--- src/rtl/sram_arbiter_pkg.sv ---
// sram_arbiter shared types: bus widths, reset instruction,
// sequencer state encodings and requester owner codes.
package sram_arbiter_pkg;

  localparam int ADDR_W = 16;
  localparam int DATA_W = 16;

  typedef logic [ADDR_W-1:0] addr_t;
  typedef logic [DATA_W-1:0] data_t;

  localparam data_t NOP_DEF = 16'h0800;

  localparam logic [2:0] ST_IDLE   = 3'd0;
  localparam logic [2:0] ST_RD     = 3'd1;
  localparam logic [2:0] ST_WSETUP = 3'd2;
  localparam logic [2:0] ST_WPULSE = 3'd3;
  localparam logic [2:0] ST_WHOLD  = 3'd4;

  localparam logic OWN_IF  = 1'b0;
  localparam logic OWN_MEM = 1'b1;

endpackage

--- src/rtl/sram_arbiter_if.sv ---
// Pipeline-side request/response bundle of the SRAM arbiter:
// IF fetch channel and MEM load/store channel.
interface sram_arbiter_if;
  import sram_arbiter_pkg::*;

  logic  if_req;
  addr_t if_addr;
  data_t if_inst;
  logic  if_ready;
  logic  stall_if;

  logic  mem_rd;
  logic  mem_wr;
  addr_t mem_addr;
  data_t mem_wdata;
  data_t mem_rdata;
  logic  mem_ready;

  modport master (
    output if_req, if_addr,
    output mem_rd, mem_wr, mem_addr, mem_wdata,
    input  if_inst, if_ready, stall_if,
    input  mem_rdata, mem_ready
  );

  modport slave (
    input  if_req, if_addr,
    input  mem_rd, mem_wr, mem_addr, mem_wdata,
    output if_inst, if_ready, stall_if,
    output mem_rdata, mem_ready
  );

endinterface

--- src/rtl/sram_arbiter_seq.sv ---
// SRAM strobe sequencer: one go pulse runs a full read or
// write cycle on the pins; o_done marks the final edge.
module sram_arbiter_seq
  import sram_arbiter_pkg::*;
#(
  parameter int RD_CYCLES = 1,
  parameter int WR_CYCLES = 1
) (
  input  logic  clk,
  input  logic  rst,
  input  logic  i_go,
  input  logic  i_wr,
  input  addr_t i_addr,
  input  data_t i_wdata,
  output logic  o_idle,
  output logic  o_done,
  output data_t o_rdata,
  output addr_t o_ram_addr,
  output data_t o_ram_data,
  input  data_t i_ram_data,
  output logic  o_ram_data_oe,
  output logic  o_ram_ce_n,
  output logic  o_ram_oe_n,
  output logic  o_ram_we_n
);

  localparam logic [7:0] RD_LAST = 8'(RD_CYCLES - 1);
  localparam logic [7:0] WR_LAST = 8'(WR_CYCLES - 1);

  logic [2:0] r_state;
  logic [2:0] w_nxt;
  logic [7:0] r_cnt;
  logic       w_last;
  addr_t      r_addr;
  data_t      r_wdata;
  logic       r_ce_n;
  logic       r_oe_n;
  logic       r_we_n;
  logic       r_data_oe;

  always_comb begin
    w_nxt  = r_state;
    w_last = 1'b0;
    unique case (r_state)
      ST_IDLE:
        if (i_go) w_nxt = i_wr ? ST_WSETUP : ST_RD;
      ST_RD:
        if (r_cnt == RD_LAST) begin
          w_nxt  = ST_IDLE;
          w_last = 1'b1;
        end
      ST_WSETUP:
        w_nxt = ST_WPULSE;
      ST_WPULSE:
        if (r_cnt == WR_LAST) w_nxt = ST_WHOLD;
      ST_WHOLD: begin
        w_nxt  = ST_IDLE;
        w_last = 1'b1;
      end
      default:
        w_nxt = ST_IDLE;
    endcase
  end

  // Pin strobes are registered from the next state so they
  // change cleanly on the same edge as the state register.
  always_ff @(posedge clk or posedge rst) begin
    if (rst) begin
      r_state   <= ST_IDLE;
      r_cnt     <= '0;
      r_addr    <= '0;
      r_wdata   <= '0;
      r_ce_n    <= 1'b1;
      r_oe_n    <= 1'b1;
      r_we_n    <= 1'b1;
      r_data_oe <= 1'b0;
    end else begin
      r_state <= w_nxt;
      if (w_nxt != r_state)
        r_cnt <= '0;
      else if (r_state == ST_RD || r_state == ST_WPULSE)
        r_cnt <= r_cnt + 8'd1;
      if (i_go && r_state == ST_IDLE) begin
        r_addr  <= i_addr;
        r_wdata <= i_wdata;
      end
      r_ce_n    <= (w_nxt == ST_IDLE);
      r_oe_n    <= (w_nxt != ST_RD);
      r_we_n    <= (w_nxt != ST_WPULSE);
      r_data_oe <= (w_nxt == ST_WSETUP) ||
                   (w_nxt == ST_WPULSE) ||
                   (w_nxt == ST_WHOLD);
    end
  end

  assign o_idle        = (r_state == ST_IDLE);
  assign o_done        = w_last;
  assign o_rdata       = i_ram_data;
  assign o_ram_addr    = r_addr;
  assign o_ram_data    = r_wdata;
  assign o_ram_data_oe = r_data_oe;
  assign o_ram_ce_n    = r_ce_n;
  assign o_ram_oe_n    = r_oe_n;
  assign o_ram_we_n    = r_we_n;

endmodule

--- src/rtl/sram_arbiter.sv ---
// Shares one single-port SRAM between instruction fetch and
// the MEM stage, alternating grants when both contend.
module sram_arbiter
  import sram_arbiter_pkg::*;
#(
  parameter int    RD_CYCLES = 1,
  parameter int    WR_CYCLES = 1,
  parameter data_t NOP_INST  = NOP_DEF
) (
  input  logic  clk,
  input  logic  rst,
  sram_arbiter_if.slave bus,
  output addr_t o_ram_addr,
  output data_t o_ram_data,
  input  data_t i_ram_data,
  output logic  o_ram_data_oe,
  output logic  o_ram_ce_n,
  output logic  o_ram_oe_n,
  output logic  o_ram_we_n
);

  logic  w_idle;
  logic  w_done;
  logic  w_free;
  logic  w_mem_pend;
  logic  w_gnt_mem;
  logic  w_gnt_if;
  logic  w_go;
  logic  w_wr;
  addr_t w_addr;
  data_t w_rdata;

  logic  r_owner;
  logic  r_wr;
  logic  r_last_mem;
  logic  r_if_ready;
  logic  r_mem_ready;
  data_t r_if_inst;
  data_t r_mem_rdata;

  // A ready cycle still shows the old request, so hold off.
  assign w_free     = w_idle & ~r_if_ready & ~r_mem_ready;
  assign w_mem_pend = bus.mem_rd | bus.mem_wr;
  assign w_gnt_mem  = w_free & w_mem_pend &
                      (~bus.if_req | ~r_last_mem);
  assign w_gnt_if   = w_free & bus.if_req & ~w_gnt_mem;
  assign w_go       = w_gnt_mem | w_gnt_if;
  assign w_wr       = w_gnt_mem & bus.mem_wr;
  assign w_addr     = w_gnt_mem ? bus.mem_addr : bus.if_addr;

  sram_arbiter_seq #(
    .RD_CYCLES (RD_CYCLES),
    .WR_CYCLES (WR_CYCLES)
  ) u_seq (
    .clk           (clk),
    .rst           (rst),
    .i_go          (w_go),
    .i_wr          (w_wr),
    .i_addr        (w_addr),
    .i_wdata       (bus.mem_wdata),
    .o_idle        (w_idle),
    .o_done        (w_done),
    .o_rdata       (w_rdata),
    .o_ram_addr    (o_ram_addr),
    .o_ram_data    (o_ram_data),
    .i_ram_data    (i_ram_data),
    .o_ram_data_oe (o_ram_data_oe),
    .o_ram_ce_n    (o_ram_ce_n),
    .o_ram_oe_n    (o_ram_oe_n),
    .o_ram_we_n    (o_ram_we_n)
  );

  always_ff @(posedge clk or posedge rst) begin
    if (rst) begin
      r_owner     <= OWN_IF;
      r_wr        <= 1'b0;
      r_last_mem  <= 1'b0;
      r_if_ready  <= 1'b0;
      r_mem_ready <= 1'b0;
      r_if_inst   <= NOP_INST;
      r_mem_rdata <= '0;
    end else begin
      r_if_ready  <= w_done & (r_owner == OWN_IF);
      r_mem_ready <= w_done & (r_owner == OWN_MEM);
      if (w_go) begin
        r_owner    <= w_gnt_mem ? OWN_MEM : OWN_IF;
        r_wr       <= w_wr;
        r_last_mem <= w_gnt_mem;
      end
      unique case (1'b1)
        w_done & ~r_wr & (r_owner == OWN_MEM):
          r_mem_rdata <= w_rdata;
        w_done & ~r_wr & (r_owner == OWN_IF):
          r_if_inst <= w_rdata;
        default: ;
      endcase
    end
  end

  assign bus.if_inst   = r_if_inst;
  assign bus.if_ready  = r_if_ready;
  assign bus.stall_if  = bus.if_req & ~r_if_ready;
  assign bus.mem_rdata = r_mem_rdata;
  assign bus.mem_ready = r_mem_ready;

endmodule

--- src/flat_wrapper.sv ---
// flat-port wrapper written by rule: the top's interface ports become plain ports
module sram_arbiter_flat import sram_arbiter_pkg::*;
#(
  parameter int    RD_CYCLES = 1,
  parameter int    WR_CYCLES = 1,
  parameter data_t NOP_INST  = NOP_DEF
)
  (clk, rst, o_ram_addr, o_ram_data, i_ram_data, o_ram_data_oe, o_ram_ce_n, o_ram_oe_n, o_ram_we_n, bus_if_req, bus_if_addr, bus_mem_rd, bus_mem_wr, bus_mem_addr, bus_mem_wdata, bus_if_inst, bus_if_ready, bus_stall_if, bus_mem_rdata, bus_mem_ready);
  sram_arbiter_if bus_i ();
  input  logic clk;
  input  logic rst;
  output addr_t o_ram_addr;
  output data_t o_ram_data;
  input  data_t i_ram_data;
  output logic o_ram_data_oe;
  output logic o_ram_ce_n;
  output logic o_ram_oe_n;
  output logic o_ram_we_n;
  input wire logic [$bits(bus_i.if_req)-1:0] bus_if_req;
  input wire logic [$bits(bus_i.if_addr)-1:0] bus_if_addr;
  input wire logic [$bits(bus_i.mem_rd)-1:0] bus_mem_rd;
  input wire logic [$bits(bus_i.mem_wr)-1:0] bus_mem_wr;
  input wire logic [$bits(bus_i.mem_addr)-1:0] bus_mem_addr;
  input wire logic [$bits(bus_i.mem_wdata)-1:0] bus_mem_wdata;
  output wire logic [$bits(bus_i.if_inst)-1:0] bus_if_inst;
  output wire logic [$bits(bus_i.if_ready)-1:0] bus_if_ready;
  output wire logic [$bits(bus_i.stall_if)-1:0] bus_stall_if;
  output wire logic [$bits(bus_i.mem_rdata)-1:0] bus_mem_rdata;
  output wire logic [$bits(bus_i.mem_ready)-1:0] bus_mem_ready;
  assign bus_i.if_req = bus_if_req;
  assign bus_i.if_addr = bus_if_addr;
  assign bus_i.mem_rd = bus_mem_rd;
  assign bus_i.mem_wr = bus_mem_wr;
  assign bus_i.mem_addr = bus_mem_addr;
  assign bus_i.mem_wdata = bus_mem_wdata;
  assign bus_if_inst = bus_i.if_inst;
  assign bus_if_ready = bus_i.if_ready;
  assign bus_stall_if = bus_i.stall_if;
  assign bus_mem_rdata = bus_i.mem_rdata;
  assign bus_mem_ready = bus_i.mem_ready;
  sram_arbiter #(.RD_CYCLES(RD_CYCLES), .WR_CYCLES(WR_CYCLES), .NOP_INST(NOP_INST)) u_core (.clk(clk), .rst(rst), .bus(bus_i), .o_ram_addr(o_ram_addr), .o_ram_data(o_ram_data), .i_ram_data(i_ram_data), .o_ram_data_oe(o_ram_data_oe), .o_ram_ce_n(o_ram_ce_n), .o_ram_oe_n(o_ram_oe_n), .o_ram_we_n(o_ram_we_n));
endmodule
--- config.mk ---
export PLATFORM = sky130hd
export DESIGN_NAME = sram_arbiter_flat
export DESIGN_NICKNAME = d
export VERILOG_FILES = /design/src/rtl/sram_arbiter_pkg.sv /design/src/rtl/sram_arbiter_if.sv /design/src/rtl/sram_arbiter_seq.sv /design/src/rtl/sram_arbiter.sv /design/src/flat_wrapper.sv
export SDC_FILE = /design/constraint.sdc
export NUM_CORES = 1
export LEC_CHECK = 0
export BUFFER_PORTS_ARGS = -buffer_cell sky130_fd_sc_hd__buf_2
export CORE_MARGIN = 1.5
export CORE_UTILIZATION = 45
export CTS_CLUSTER_DIAMETER = 120
export DETAILED_ROUTE_END_ITERATION = 8
export HOLD_SLACK_MARGIN = 0.03
export PLACE_DENSITY = 0.83
export SLEW_MARGIN = 10
export SYNTH_ARGS = -nofsm -noshare
export SYNTH_HDL_FRONTEND = slang
export SYNTH_SLANG_ARGS = --single-unit
--- constraint.sdc ---
create_clock -name clk -period 3 [get_ports clk]
set_input_delay 0.3 -clock clk [delete_from_list [all_inputs] [get_ports clk]]
set_output_delay 0.3 -clock clk [all_outputs]
set_load 0.05 [all_outputs]
* Word-level counts from Yosys, hierarchy flattened
Index checks and enable logic that the tools add are counted.
Word-level totals: word-level logic and storage cells 68, output and inout bits 71, input bits 69, register bits 84
Cells by class: multiplexer cells 11, bitwise gates (word level) 23, eq/ne operators 10, add/subtract/negate cells 1, reductions and logical operators 8
Operator list (number):
- 2-to-1 mux 16 bit | 1
- 2-to-1 mux 8 bit | 2
- AND 1 bit | 13
- == test 3 x 2 -> 1 bit, second input constant | 4
- case mux 3 bit (4 select lines) | 1
- 2-to-1 mux 3 bit | 3
- adder 8 x 1 -> 8 bit, second input constant | 1
- logical NOT 8 bit | 1
- NOT 1 bit | 7
- == test 3 bit, second input constant | 2
- logical NOT 3 bit | 2
- == test 3 x 1 -> 1 bit, second input constant | 1
- logical OR 1 bit | 3
- != test 3 x 1 -> 1 bit, second input constant | 1
- != test 3 x 2 -> 1 bit, second input constant | 1
- != test 3 bit | 1
- OR 1 bit | 3
- 2-to-1 mux 1 bit | 2
- 2-to-1 mux 2 bit | 1
- case mux 1 bit (2 select lines) | 1
- nonzero test 2 bit | 1
- logical AND 1 bit | 1

* Longest topological paths before layout
Gate-level depths: netlist of run 1.
depth in word-level cells 13, mapped depth 8, depth with buffers taken out 6

* Hierarchy
A second synthesis of run 1 with hierarchy kept.
Second synthesis, totals: cells, all modules 276, area, all modules 3779.9 µm²
By module, submodules not included:
- sram_arbiter_seq | instances 1, area an instance 2170.8 µm², sequential area each 1179.9 µm², cells each 170
- sram_arbiter | instances 1, area an instance 1609.0 µm², sequential area each 902.1 µm², cells each 106

* Worst setup path after synthesis of run 1
Ideal clock, no wire load.
path type flip-flop to flip-flop, start point register u_core.r_mem_ready (netlist: u_core.bus.mem_ready), end point register u_core.u_seq.r_wdata[10] (netlist: u_core.u_seq.o_ram_data[10]), arrival time 2.098 ns, library setup time 0.125 ns, required time 2.875 ns, path buffers 2, period minus slack after synthesis 2.223 ns, setup slack 0.777 ns, stages on the path, launching flop included 6, cell sequence dfrtp_1 > or4_4 > or3_1 > buf_6 > buf_8 > mux2_4
On the way: cells in the longest elaborated chain, start to end 8, elaborated cells on any way between the ends 9, those cells by class bitwise: 8; reduce/logical: 1
Ends and longest elaborated chain:
- from (decl) | line sram_arbiter.sv:37 | logic r_mem_ready;
- from (signal assigned) | line sram_arbiter.sv:84 | r_mem_ready <= w_done & (r_owner == OWN_MEM);
- NOT 1 bit * | line sram_arbiter.sv:42 | assign w_free = w_idle & ~r_if_ready & ~r_mem_ready;
- AND 1 bit * | line sram_arbiter.sv:42
- AND 1 bit (2 in series) | line sram_arbiter.sv:44 | assign w_gnt_mem = w_free & w_mem_pend &
- NOT 1 bit | line sram_arbiter.sv:46 | assign w_gnt_if = w_free & bus.if_req & ~w_gnt_mem;
- AND 1 bit | line sram_arbiter.sv:46
- OR 1 bit * | line sram_arbiter.sv:47 | assign w_go = w_gnt_mem | w_gnt_if;
- logical AND 1 bit * | line sram_arbiter_seq.sv:83 | if (i_go && r_state == ST_IDLE) begin
- to (signal assigned) | line sram_arbiter_seq.sv:85 | r_wdata <= i_wdata;
- to (decl) | line sram_arbiter_seq.sv:35 | data_t r_wdata;
Every way passes the cells marked *; elsewhere a longest branch is shown, timed or not. A chain may end at the register's enable or synchronous reset.

* Worst setup path after layout of run 1
start point register u_core.u_seq.r_state[0], end point register u_core.u_seq.r_wdata[3] (netlist: u_core.u_seq.o_ram_data[3])
On the way: cells in the longest elaborated chain, start to end 9, elaborated cells on any way between the ends 10, those cells by class bitwise: 8; reduce/logical: 2
Ends and longest elaborated chain:
- from (decl) | line sram_arbiter_seq.sv:30 | logic [2:0] r_state;
- from (signal assigned) | line sram_arbiter_seq.sv:78 | r_state <= w_nxt;
- logical NOT 3 bit * | line sram_arbiter_seq.sv:83, sram_arbiter_seq.sv:96
- AND 1 bit (2 in series) | line sram_arbiter.sv:42
- AND 1 bit (2 in series) | line sram_arbiter.sv:44
- NOT 1 bit | line sram_arbiter.sv:46
- AND 1 bit | line sram_arbiter.sv:46
- OR 1 bit | line sram_arbiter.sv:47
- logical AND 1 bit * | line sram_arbiter_seq.sv:83
Marks and branches as above.

==> insert_results.sql, run 1 <==
INSERT INTO impl_metrics (metric_group, metric, value, unit) VALUES
('cts', 'insertion_delay', '0.34', 'ns'),
('logic_synthesis', 'postSynthRegisterBits', '83', ''),
('sta', 'tightestPinTransition', '1.04', 'ns'),
('cts', 'clock_buffers_created_by_tritoncts', '9', ''),
('routing', 'drt_pre_antenna_iters', '4', ''),
('logic_synthesis', 'synth-warning-count', '0', ''),
('cells_and_area', 'multiInputGateArea', '1350', 'sq um'),
('cts', 'post_cts_resize_count', '0', ''),
('cells_and_area', 'num_antenna_cells', '0', ''),
('placement', 'post_dp_cell_area', '4300', 'sq um'),
('cells_and_area', 'layout_common_cells', 'buf_2 (139), dfrtp_1 (79), nand2_1 (43), o21ai_0 (18)', ''),
('routing', 'number_of_design_rule_violations_left_by_the_first_detailed_router_iteration', '173', ''),
('floorplanning', 'design.core.area', '7690', 'sq um'),
('power_and_ir_drop', 'p_per_area', '1080', 'nW/um^2'),
('sta', 'timing.slew.headroom', '30.0', '%'),
('logic_synthesis', 'synth_fp_nets', '360', ''),
('placement', 'place.detailed.hpwl', '5.67', 'mm'),
('logic_synthesis', 'yosysSeqAreaShare', '58.4', '%'),
('logic_synthesis', 'synth_area', '3560', 'sq um'),
('cts', 'tritoncts', 'done', ''),
('routing', 'drt-total-wl', '7.86', 'mm'),
('critical_path', 'worstPathRequired', '3.23', 'ns'),
('worst_hold_path', 'hold-path-cell-count', '3', ''),
('cells_and_area', 'final_area', '4510', 'sq um'),
('grt', 'globalRoute.totalOverflow', '0', ''),
('cells_and_area', 'finalNetCount', '495', ''),
('routing', 'drtAntennaViolNets', '0', ''),
('sta', 'unrepaired_setup_endpoints_after_global_routing', 'no', ''),
('grt', 'first_pass_grt_wire_length', '12.6', 'mm'),
('sta', 'period_needed', '2.57', 'ns'),
('placement', 'cell_count_after_placement', '514', ''),
('routing', 'vias', '2721', ''),
('sta', 'finalSetupTns', '0', 'ns'),
('grt', 'grtUsageTotal', '18.8', '%'),
('logic_synthesis', 'synth.lib_cells_used.distinct', '39', ''),
('run', 'drv_cap', '0', ''),
('cts', 'cts_root_buffer', 'clkbuf_8', ''),
('sta', 'fin_worst_skew', '0.0147', 'ns'),
('critical_path', 'worst-setup-path-type', 'register to register', ''),
('floorplanning', 'num_rows', '32', ''),
('critical_path', 'worst_setup_path_start_kind', 'register', ''),
('cells_and_area', 'flow.area_growth_from_synthesis', '26.6', '%'),
('logic_synthesis', 'avgSynthCellArea', '12.3', 'sq um'),
('critical_path', 'critical_path.max_fanout', '52', ''),
('critical_path', 'rr_worst_depth', '3', ''),
('power_and_ir_drop', 'vdd_ir_drop_max', '0.418', 'mV'),
('placement', 'gp_congestion', '0.780', ''),
('floorplanning', 'die-width', '92.0', 'um'),
('outcome', 'outcome', 'complete, no violations', ''),
('routing', 'vias_per_cell', '5.12', ''),
('cells_and_area', 'final_layout_fill_cell_count', '639', ''),
('grt', 'initial_antenna_violation_count', '0', ''),
('cells_and_area', 'drive_gt1_share', '43.4', '%'),
('grt', 'grt_start_max_net_pins', '53', ''),
('power_and_ir_drop', 'power.leakage', '2.38', 'nW'),
('logic_synthesis', 'synthesis.instances', '289', ''),
('cts', 'clock_tree.buffer_depth', '2', ''),
('placement', 'portBuffers', '139', ''),
('power_and_ir_drop', 'design_power_total', '4.86', 'mW'),
('floorplanning', 'die_area', '8460', 'sq um'),
('grt', 'first_global_vias', '2626', ''),
('routing', 'detail_route.drc_violations', '0', ''),
('sta', 'finalSetupViolations', '0', ''),
('floorplanning', 'die_h', '92.0', 'um'),
('cts', 'cts.clk_slew.worst_paths', '0.09', 'ns'),
('sta', 'maxSlewViolCount', '0', ''),
('critical_path', 'critPathArrivalTime', '2.80', 'ns'),
('cells_and_area', 'final_common_cell', 'buf_2', ''),
('floorplanning', 'top_level_ports', '140', ''),
('cells_and_area', 'register_area', '2080', 'sq um'),
('cts', 'numClockSinks', '83', ''),
('critical_path', 'critPathCaptureType', 'register', ''),
('cts', 'post-cts-setup-buffers', '0', ''),
('sta', 'fin_crit_sh', '85.6', '%'),
('worst_hold_path', 'hp-class', 'input pin to register', ''),
('sta', 'max_clock_freq', '0.389', 'GHz'),
('sta', 'timing_hold_violations_final', '0', ''),
('routing', 'detail_route.wl_per_cell', '14.8', 'um'),
('floorplanning', 'starting_utilization_of_the_core_area', '46.3', '%'),
('cells_and_area', 'layout.cells.non_filler', '531', ''),
('cts', 'htreeDepth', '3', '');
==> report_power, final <==
part	switching, mW	internal (mW)	total, mW
clock network	0.409	0.394	0.803
logic	1.60	0.668	2.27
registers	0.285	1.50	1.79
==> sequential cells by signal, indices dropped and copies added (netlist names), 3 cells and up <==
signal and flops:
u_core.u_seq.o_ram_addr 16, u_core.u_seq.o_ram_data 16, u_core.bus.if_inst 16, u_core.u_seq.r_state 3
u_core.u_seq.r_cnt 8, u_core.bus.mem_rdata 16
==> per-stage QoR <==
stage / utilization, % / worst slack, ns / hold slack (ns)
floorplan: - / 0.570 / 0.407
global placement: 55.9 / 0.500 / 0.309
detailed placement: 55.9 / 0.430 / 0.322
CTS: 58.7 / 0.436 / 0.158
global route: 58.7 / 0.366 / 0.164
finish: 58.7 / 0.431 / 0.176
==> Yosys cell counts, drive strengths merged <==
library cell,number,area share [%]
a211o,1,0.25
a21bo,1,0.28
a21o,2,0.42
a31oi,1,0.18
a32o,16,4.5
buf,14,2.8
clkbuf,6,0.67
clkinv,1,0.11
dfrtp,79,55
dfstp,4,3.0
ha,2,0.70
inv,3,0.32
mux2,16,6.5
mux2i,17,4.8
nand2,43,4.5
nand2b,2,0.35
nand3,4,0.56
nand4,2,0.35
nor2,14,1.5
nor2b,3,0.53
nor3,6,0.98
nor3b,1,0.35
nor4b,2,0.91
o21ai,18,2.5
o2bb2ai,18,4.4
o31ai,1,0.21
or3,3,0.53
or4,2,0.53
xnor2,4,0.98
xor2,3,0.74
==> cell families after synthesis <==
logic type | count (synthesis) | synth area share, %
flip-flops | 83 | 58.4
XOR/XNOR | 7 | 1.72
AND/OR/NAND/NOR | 82 | 11.1
AO/OA/AOI/OAI | 58 | 12.8
multiplexers | 33 | 11.3
buffers and inverters | 24 | 3.93
adder cells (fa/ha/maj) | 2 | 0.702
==> worst max-delay path, cell delays in order, from the launching register on <==
cell and delay (ns):
dfrtp_1 0.55, or4_4 0.55, or3_2 0.90, mux2_4 0.46
==> final timing paths <==
kind,startpoint,to,slack [ns]
min in group asynchronous,rst,u_core.u_seq.o_ram_data[1],0.51
hold / removal,i_ram_data[11],u_core.bus.if_inst[11],0.18
hold reg to reg,u_core.u_seq.o_ram_addr[10],u_core.u_seq.o_ram_addr[10],0.48
setup reg to reg,u_core.u_seq.r_state[0],u_core.u_seq.o_ram_data[3],0.43
max in group asynchronous,rst,u_core.u_seq.o_ram_oe_n,1.68
setup / recovery,u_core.u_seq.r_state[0],u_core.u_seq.o_ram_data[3],0.43
==> cell type report <==
type / instances / area share [%]
flip-flops and latches: 83 / 46.2
inverters: 4 / 0.361
well taps: 102 / 2.83
clock buffers: 10 / 2.83
multi-input cells: 182 / 29.9
repair buffers: 144 / 16.3
clock inverters: 6 / 1.61
==> layer usage <==
metal / track usage, % / vias up / routed length, um
li1: - / 1301 / -
met1: 26.1 / 1299 / 3500
met2: 29.6 / 113 / 3790
met3: 4.81 / 8 / 502
met4: 4.62 / 0 / 70
met5: 0 / - / 0
==> timing repair <==
action	CTS	global route
setup endpoints to repair	0	0
hold buffers	1	0
endpoints found under the hold margin	22	0
No activity file was read; power rests on OpenSTA's default activity.
==> run 2: changes to the inputs <==
HOLD_SLACK_MARGIN = unset   (was 0.03)
PLACE_DENSITY = 0.75   (was 0.83)
SKIP_CTS_REPAIR_TIMING = 1   (was unset)
==> run 2 against run 1 <==
Effect of this change:
- sequential power hardly changed
- sequential share of layout area is 0.32 points lower
- sequential cell count stayed put
- clock-buffer cell count stayed put
- core utilization is 0.41 points higher
- power hardly changed
- setup slack better by 0.24 ns
- critical path depth is 3 higher
- wire length is 1.4% lower
- non-clock buffer count is 3 higher
- final area is 0.69% higher
- first-iteration DRC count is 64% lower
- critical endpoint is now u_core.bus.if_inst[4]
- largest power group unchanged
==> insert_results.sql, run 2 (same netlist as run 1, synthesis figures left out) <==
INSERT INTO impl_metrics (metric_group, metric, value, unit) VALUES
('grt', 'first_global_vias', '2705', ''),
('sta', 'fin_crit_sh', '77.5', '%'),
('placement', 'place.detailed.hpwl', '5.65', 'mm'),
('cts', 'clock_buffers_created_by_tritoncts', '9', ''),
('cells_and_area', 'final_area', '4540', 'sq um'),
('sta', 'max_clock_freq', '0.430', 'GHz'),
('power_and_ir_drop', 'power.leakage', '2.40', 'nW'),
('routing', 'detail_route.drc_violations', '0', ''),
('cts', 'cts_root_buffer', 'clkbuf_8', ''),
('grt', 'grt_start_max_net_pins', '41', ''),
('critical_path', 'worstPathRequired', '3.20', 'ns'),
('outcome', 'outcome', 'complete, no violations', ''),
('routing', 'met2_length', '3.55', 'mm'),
('floorplanning', 'die_area', '8460', 'sq um'),
('sta', 'timing.slew.headroom', '58.9', '%'),
('grt', 'grtUsageTotal', '19.4', '%'),
('cells_and_area', 'layout_common_cells', 'buf_2 (139), dfrtp_1 (79), nand2_1 (43), o21ai_0 (18)', ''),
('floorplanning', 'design.core.area', '7690', 'sq um'),
('routing', 'drt_pre_antenna_iters', '4', ''),
('cts', 'tritoncts', 'done', ''),
('cts', 'cts.clk_slew.worst_paths', '0.09', 'ns'),
('sta', 'maxSlewViolCount', '0', ''),
('cells_and_area', 'num_antenna_cells', '0', ''),
('routing', 'drt-total-wl', '7.75', 'mm'),
('sta', 'unrepaired_setup_endpoints_after_global_routing', 'no', ''),
('sta', 'worst_slack_setup_final', '0.675', 'ns'),
('critical_path', 'critical_path.max_fanout', '16', ''),
('sta', 'timing_hold_violations_final', '0', ''),
('cells_and_area', 'final_layout_fill_cell_count', '668', ''),
('critical_path', 'worst_setup_path_start_kind', 'register', ''),
('cells_and_area', 'finalCoreUtilization', '59.1', '%'),
('sta', 'fin_worst_skew', '0.0117', 'ns'),
('floorplanning', 'top_level_ports', '140', ''),
('cts', 'clock_tree.buffer_depth', '2', ''),
('sta', 'finalSetupTns', '0', 'ns'),
('cells_and_area', 'drive_gt1_share', '44.0', '%'),
('power_and_ir_drop', 'p_per_area', '1070', 'nW/um^2'),
('cells_and_area', 'final_common_cell', 'buf_2', ''),
('cells_and_area', 'register_area', '2080', 'sq um'),
('cells_and_area', 'flow.area_growth_from_synthesis', '27.5', '%'),
('critical_path', 'rr_worst_depth', '6', ''),
('sta', 'period_needed', '2.32', 'ns'),
('cells_and_area', 'finalNetCount', '498', ''),
('worst_hold_path', 'hold-path-cell-count', '2', ''),
('critical_path', 'critPathCaptureType', 'register', ''),
('routing', 'number_of_design_rule_violations_left_by_the_first_detailed_router_iteration', '62', ''),
('routing', 'detailed_routed_wire_length_on_met3', '509', 'um'),
('cts', 'insertion_delay', '0.35', 'ns'),
('grt', 'globalRoute.totalOverflow', '0', ''),
('power_and_ir_drop', 'vdd_ir_drop_max', '0.502', 'mV'),
('routing', 'met1Wirelength', '3.58', 'mm'),
('cells_and_area', 'multiInputGateArea', '1350', 'sq um'),
('placement', 'post_dp_cell_area', '4320', 'sq um'),
('critical_path', 'critPathArrivalTime', '2.53', 'ns'),
('cts', 'numClockSinks', '83', ''),
('cts', 'htreeDepth', '3', ''),
('routing', 'top_layer_used', 'met4', ''),
('routing', 'detail_route.wl_per_cell', '14.5', 'um'),
('placement', 'gp_congestion', '0.798', ''),
('sta', 'hold_ws', '0.179', 'ns'),
('routing', 'drtAntennaViolNets', '0', ''),
('placement', 'portBuffers', '139', ''),
('routing', 'vias_per_cell', '5.10', ''),
('worst_hold_path', 'hp-class', 'input pin to register', ''),
('sta', 'finalSetupViolations', '0', ''),
('floorplanning', 'starting_utilization_of_the_core_area', '46.3', '%'),
('grt', 'first_pass_grt_wire_length', '13.0', 'mm'),
('run', 'drv_cap', '0', ''),
('floorplanning', 'die-width', '92.0', 'um'),
('routing', 'vias', '2725', ''),
('critical_path', 'worst-setup-path-type', 'register to register', ''),
('grt', 'initial_antenna_violation_count', '0', ''),
('floorplanning', 'num_rows', '32', ''),
('placement', 'place_worst_setup_slack', '0.695', 'ns'),
('floorplanning', 'die_h', '92.0', 'um'),
('sta', 'tightestPinTransition', '0.608', 'ns');
## run 2: cell count changes in the layout (fill, tap and decap cells not counted), sizes merged
| cell | delta |
|---|---|
| clkinv | -1 |
| clkinvlp | +1 |
| buf | +3 |
## run 2: worst max-delay path, cell delays in order (launching register included)
cell,delay [ns]
dfrtp_1,0.44
inv_1,0.09
ha_1,0.14
nor4b_4,0.26
a31oi_1,0.25
or4_1,0.77
o2bb2ai_1,0.24
## run 2: routing by layer
| metal | track usage, % | vias up |
|---|---|---|
| met5 | 0 | - |
| met4 | 6.41 | 0 |
| met3 | 4.15 | 12 |
| met2 | 30.7 | 108 |
| met1 | 26.6 | 1298 |
| li1 | - | 1307 |
## run 2: area by class of cell
type | instances | share of cell area, %
flip-flops and latches | 83 | 45.9
clock buffers | 10 | 3.03
multi-input cells | 182 | 29.7
inverters | 4 | 0.358
clock inverters | 6 | 1.57
repair buffers | 147 | 16.7
well taps | 102 | 2.81
## run 2: through the flow
| stage | power (mW) | cells |
|---|---|---|
| after floorplan | 3.55 | 289 |
| after detailed placement | 4.08 | 517 |
| final | 4.86 | 534 |
| after CTS | 4.91 | 533 |
| after global placement | 4.03 | 517 |
| after global routing | 5.14 | 534 |
## run 2: power by group
part / internal [mW] / switching [mW] / leakage (nW)
logic: 0.671 / 1.60 / 1.25
registers: 1.50 / 0.275 / 1.05
clock network: 0.414 / 0.406 / 0.0995
total: 2.59 / 2.28 / 2.40
## run 2: worst paths after layout
| path | start | endpoint | slack, ns |
|---|---|---|---|
| max | u_core.u_seq.r_cnt[0] | u_core.bus.if_inst[4] | 0.68 |
| min | bus_mem_wdata[15] | u_core.u_seq.o_ram_data[15] | 0.18 |
| max reg2reg | u_core.u_seq.r_cnt[0] | u_core.bus.if_inst[4] | 0.68 |
| min reg2reg | u_core.u_seq.o_ram_addr[1] | u_core.u_seq.o_ram_addr[1] | 0.48 |
| max in group asynchronous | rst | u_core.u_seq.o_ram_we_n | 1.74 |
| min in group asynchronous | rst | u_core.u_seq.o_ram_data[9] | 0.48 |
==> run 3: changes to the inputs <==
clock period = 2.2 ns   (was 3 ns; I/O delays follow)
==> run 3 against run 2 <==
Effect of this change:
- via count rose by 2.7%
- fmax rose by 14%
- final cell count rose by 2.1%
- non-clock buffer count rose by 11
- die area did not move
- power rose by 35%
- clock-buffer cell count rose by 1
- first-iteration DRC count rose by 37%
- largest power group unchanged
- highest routed layer unchanged
==> insert_results.sql, run 3 (same netlist as run 1, synthesis figures left out) <==
INSERT INTO impl_metrics (metric_group, metric, value, unit) VALUES
('routing', 'vias_per_cell', '5.14', ''),
('cts', 'insertion_delay', '0.34', 'ns'),
('sta', 'tightestPinTransition', '0.661', 'ns'),
('cells_and_area', 'layout.cells.non_filler', '545', ''),
('critical_path', 'critical-path-top-cell-by-count', 'buf_4', ''),
('cts', 'tritoncts', 'done', ''),
('floorplanning', 'design.core.area', '7690', 'sq um'),
('routing', 'detail_route.wl_per_cell', '14.2', 'um'),
('cts', 'cts.clk_slew.worst_paths', '0.08', 'ns'),
('sta', 'maxSlewViolCount', '0', ''),
('routing', 'number_of_design_rule_violations_left_by_the_first_detailed_router_iteration', '85', ''),
('placement', 'place.detailed.hpwl', '5.59', 'mm'),
('critical_path', 'worst-setup-path-type', 'register to register', ''),
('floorplanning', 'top_level_ports', '140', ''),
('critical_path', 'critPathArrivalTime', '2.26', 'ns'),
('critical_path', 'critical_path_s_slowest_cell', 'dfrtp_1', ''),
('cells_and_area', 'flow.area_growth_from_synthesis', '29.8', '%'),
('cts', 'numClockSinks', '83', ''),
('placement', 'gp_congestion', '0.851', ''),
('sta', 'max_clock_freq', '0.492', 'GHz'),
('cts', 'clock_tree.buffer_depth', '2', ''),
('floorplanning', 'starting_utilization_of_the_core_area', '46.3', '%'),
('routing', 'detail_route.drc_violations', '0', ''),
('floorplanning', 'num_rows', '32', ''),
('critical_path', 'critical_path.max_fanout', '16', ''),
('cells_and_area', 'num_antenna_cells', '0', ''),
('cts', 'clock_buffers_created_by_tritoncts', '9', ''),
('sta', 'timing.slew.headroom', '55.9', '%'),
('cts', 'htreeDepth', '3', ''),
('placement', 'post_dp_cell_area', '4430', 'sq um'),
('grt', 'grtUsageTotal', '18.6', '%'),
('critical_path', 'cp_num_buf_inv', '3', ''),
('routing', 'vias', '2799', ''),
('cells_and_area', 'multiInputGateArea', '1360', 'sq um'),
('sta', 'finalSetupTns', '0', 'ns'),
('grt', 'grt_start_max_net_pins', '59', ''),
('grt', 'initial_antenna_violation_count', '0', ''),
('cts', 'cts_root_buffer', 'clkbuf_8', ''),
('cells_and_area', 'layout_common_cells', 'buf_2 (139), dfrtp_1 (78), nand2_1 (43), o21ai_0 (18)', ''),
('routing', 'drt-total-wl', '7.72', 'mm'),
('sta', 'fin_worst_skew', '0.0112', 'ns'),
('sta', 'period_needed', '2.03', 'ns'),
('run', 'drv_cap', '0', ''),
('sta', 'hold_ws', '0.106', 'ns'),
('floorplanning', 'die-width', '92.0', 'um'),
('power_and_ir_drop', 'p_per_area', '1420', 'nW/um^2'),
('placement', 'portBuffers', '139', ''),
('cells_and_area', 'finalNetCount', '509', ''),
('critical_path', 'worstPathRequired', '2.42', 'ns'),
('outcome', 'outcome', 'complete, no violations', ''),
('power_and_ir_drop', 'vdd_ir_drop_max', '0.739', 'mV'),
('routing', 'drt_pre_antenna_iters', '8', ''),
('critical_path', 'path_delay_family', 'simple AND/OR/NAND/NOR gates', ''),
('floorplanning', 'die_h', '92.0', 'um'),
('cells_and_area', 'drive_gt1_share', '45.1', '%'),
('grt', 'first_pass_grt_wire_length', '12.6', 'mm'),
('sta', 'unrepaired_setup_endpoints_after_global_routing', 'no', ''),
('critical_path', 'critPathCaptureType', 'register', ''),
('power_and_ir_drop', 'power.leakage', '2.43', 'nW'),
('floorplanning', 'die_area', '8460', 'sq um'),
('cells_and_area', 'final_common_cell', 'buf_2', ''),
('cells_and_area', 'final_area', '4620', 'sq um'),
('critical_path', 'worstPathCellList', 'inv_1 -> ha_1 -> nor4b_4 -> a31oi_1 -> buf_4 -> or3_1 -> buf_4 -> a32o_1', ''),
('critical_path', 'critPathMaxStageDelay', '0.39', 'ns'),
('worst_hold_path', 'hp-class', 'input pin to register', ''),
('routing', 'drtAntennaViolNets', '0', ''),
('placement', 'cell_count_after_placement', '528', ''),
('sta', 'timing_hold_violations_final', '0', ''),
('cells_and_area', 'register_area', '2080', 'sq um'),
('critical_path', 'worst_setup_path_start_kind', 'register', ''),
('grt', 'first_global_vias', '2686', ''),
('sta', 'finalSetupViolations', '0', ''),
('cells_and_area', 'final_layout_fill_cell_count', '663', ''),
('sta', 'fin_crit_sh', '92.4', '%'),
('grt', 'globalRoute.totalOverflow', '0', '');
run 3: stage by stage:
| stage | total power [mW] | util (%) | setup slack (ns) |
|---|---|---|---|
| after CTS | 6.62 | 59.9 | 0.0431 |
| after global routing | 6.95 | 60.1 | 0.0399 |
| final | 6.57 | 60.1 | 0.167 |
| after floorplan | 4.84 | - | 0.0690 |
| after detailed placement | 5.67 | 57.7 | 0.0546 |
| after global placement | 5.58 | 57.7 | 0.0949 |
run 3: cell type report:
cell class | instances | share of cell area [%]
clock buffers | 11 | 2.84
multi-input cells | 182 | 29.4
well taps | 102 | 2.76
repair buffers | 158 | 18.7
flip-flops and latches | 83 | 45.1
clock inverters | 5 | 0.839
inverters | 4 | 0.406
run 3: worst paths after layout:
kind / start / endpoint / slack (ns) / cells past startpoint
worst max register to register: u_core.u_seq.r_cnt[0] / u_core.bus.mem_rdata[3] / 0.17 / 8
worst min register to register: u_core.u_seq.o_ram_addr[0] / u_core.u_seq.o_ram_addr[0] / 0.48 / 2
max in group asynchronous: rst / u_core.u_seq.o_ram_we_n / 1.02 / 4
worst min-delay path: bus_mem_wdata[0] / u_core.u_seq.o_ram_data[0] / 0.11 / 2
min in group asynchronous: rst / u_core.bus.mem_rdata[10] / 0.49 / 3
worst max-delay path: u_core.u_seq.r_cnt[0] / u_core.bus.mem_rdata[3] / 0.17 / 8
run 3: power by group:
group          total, mW  switching, mW  internal (mW)
Combinational       3.24           2.25          0.992
Sequential          2.39          0.337           2.05
Clock              0.936          0.522          0.414
Total               6.57           3.11           3.46
run 3: metal layers:
layer,GRT usage [%],wire (um),up-vias
met3,5.06,529,2
li1,-,-,1335
met1,26.0,3610,1351
met4,3.46,9,0
met5,0,0,-
met2,29.4,3570,111
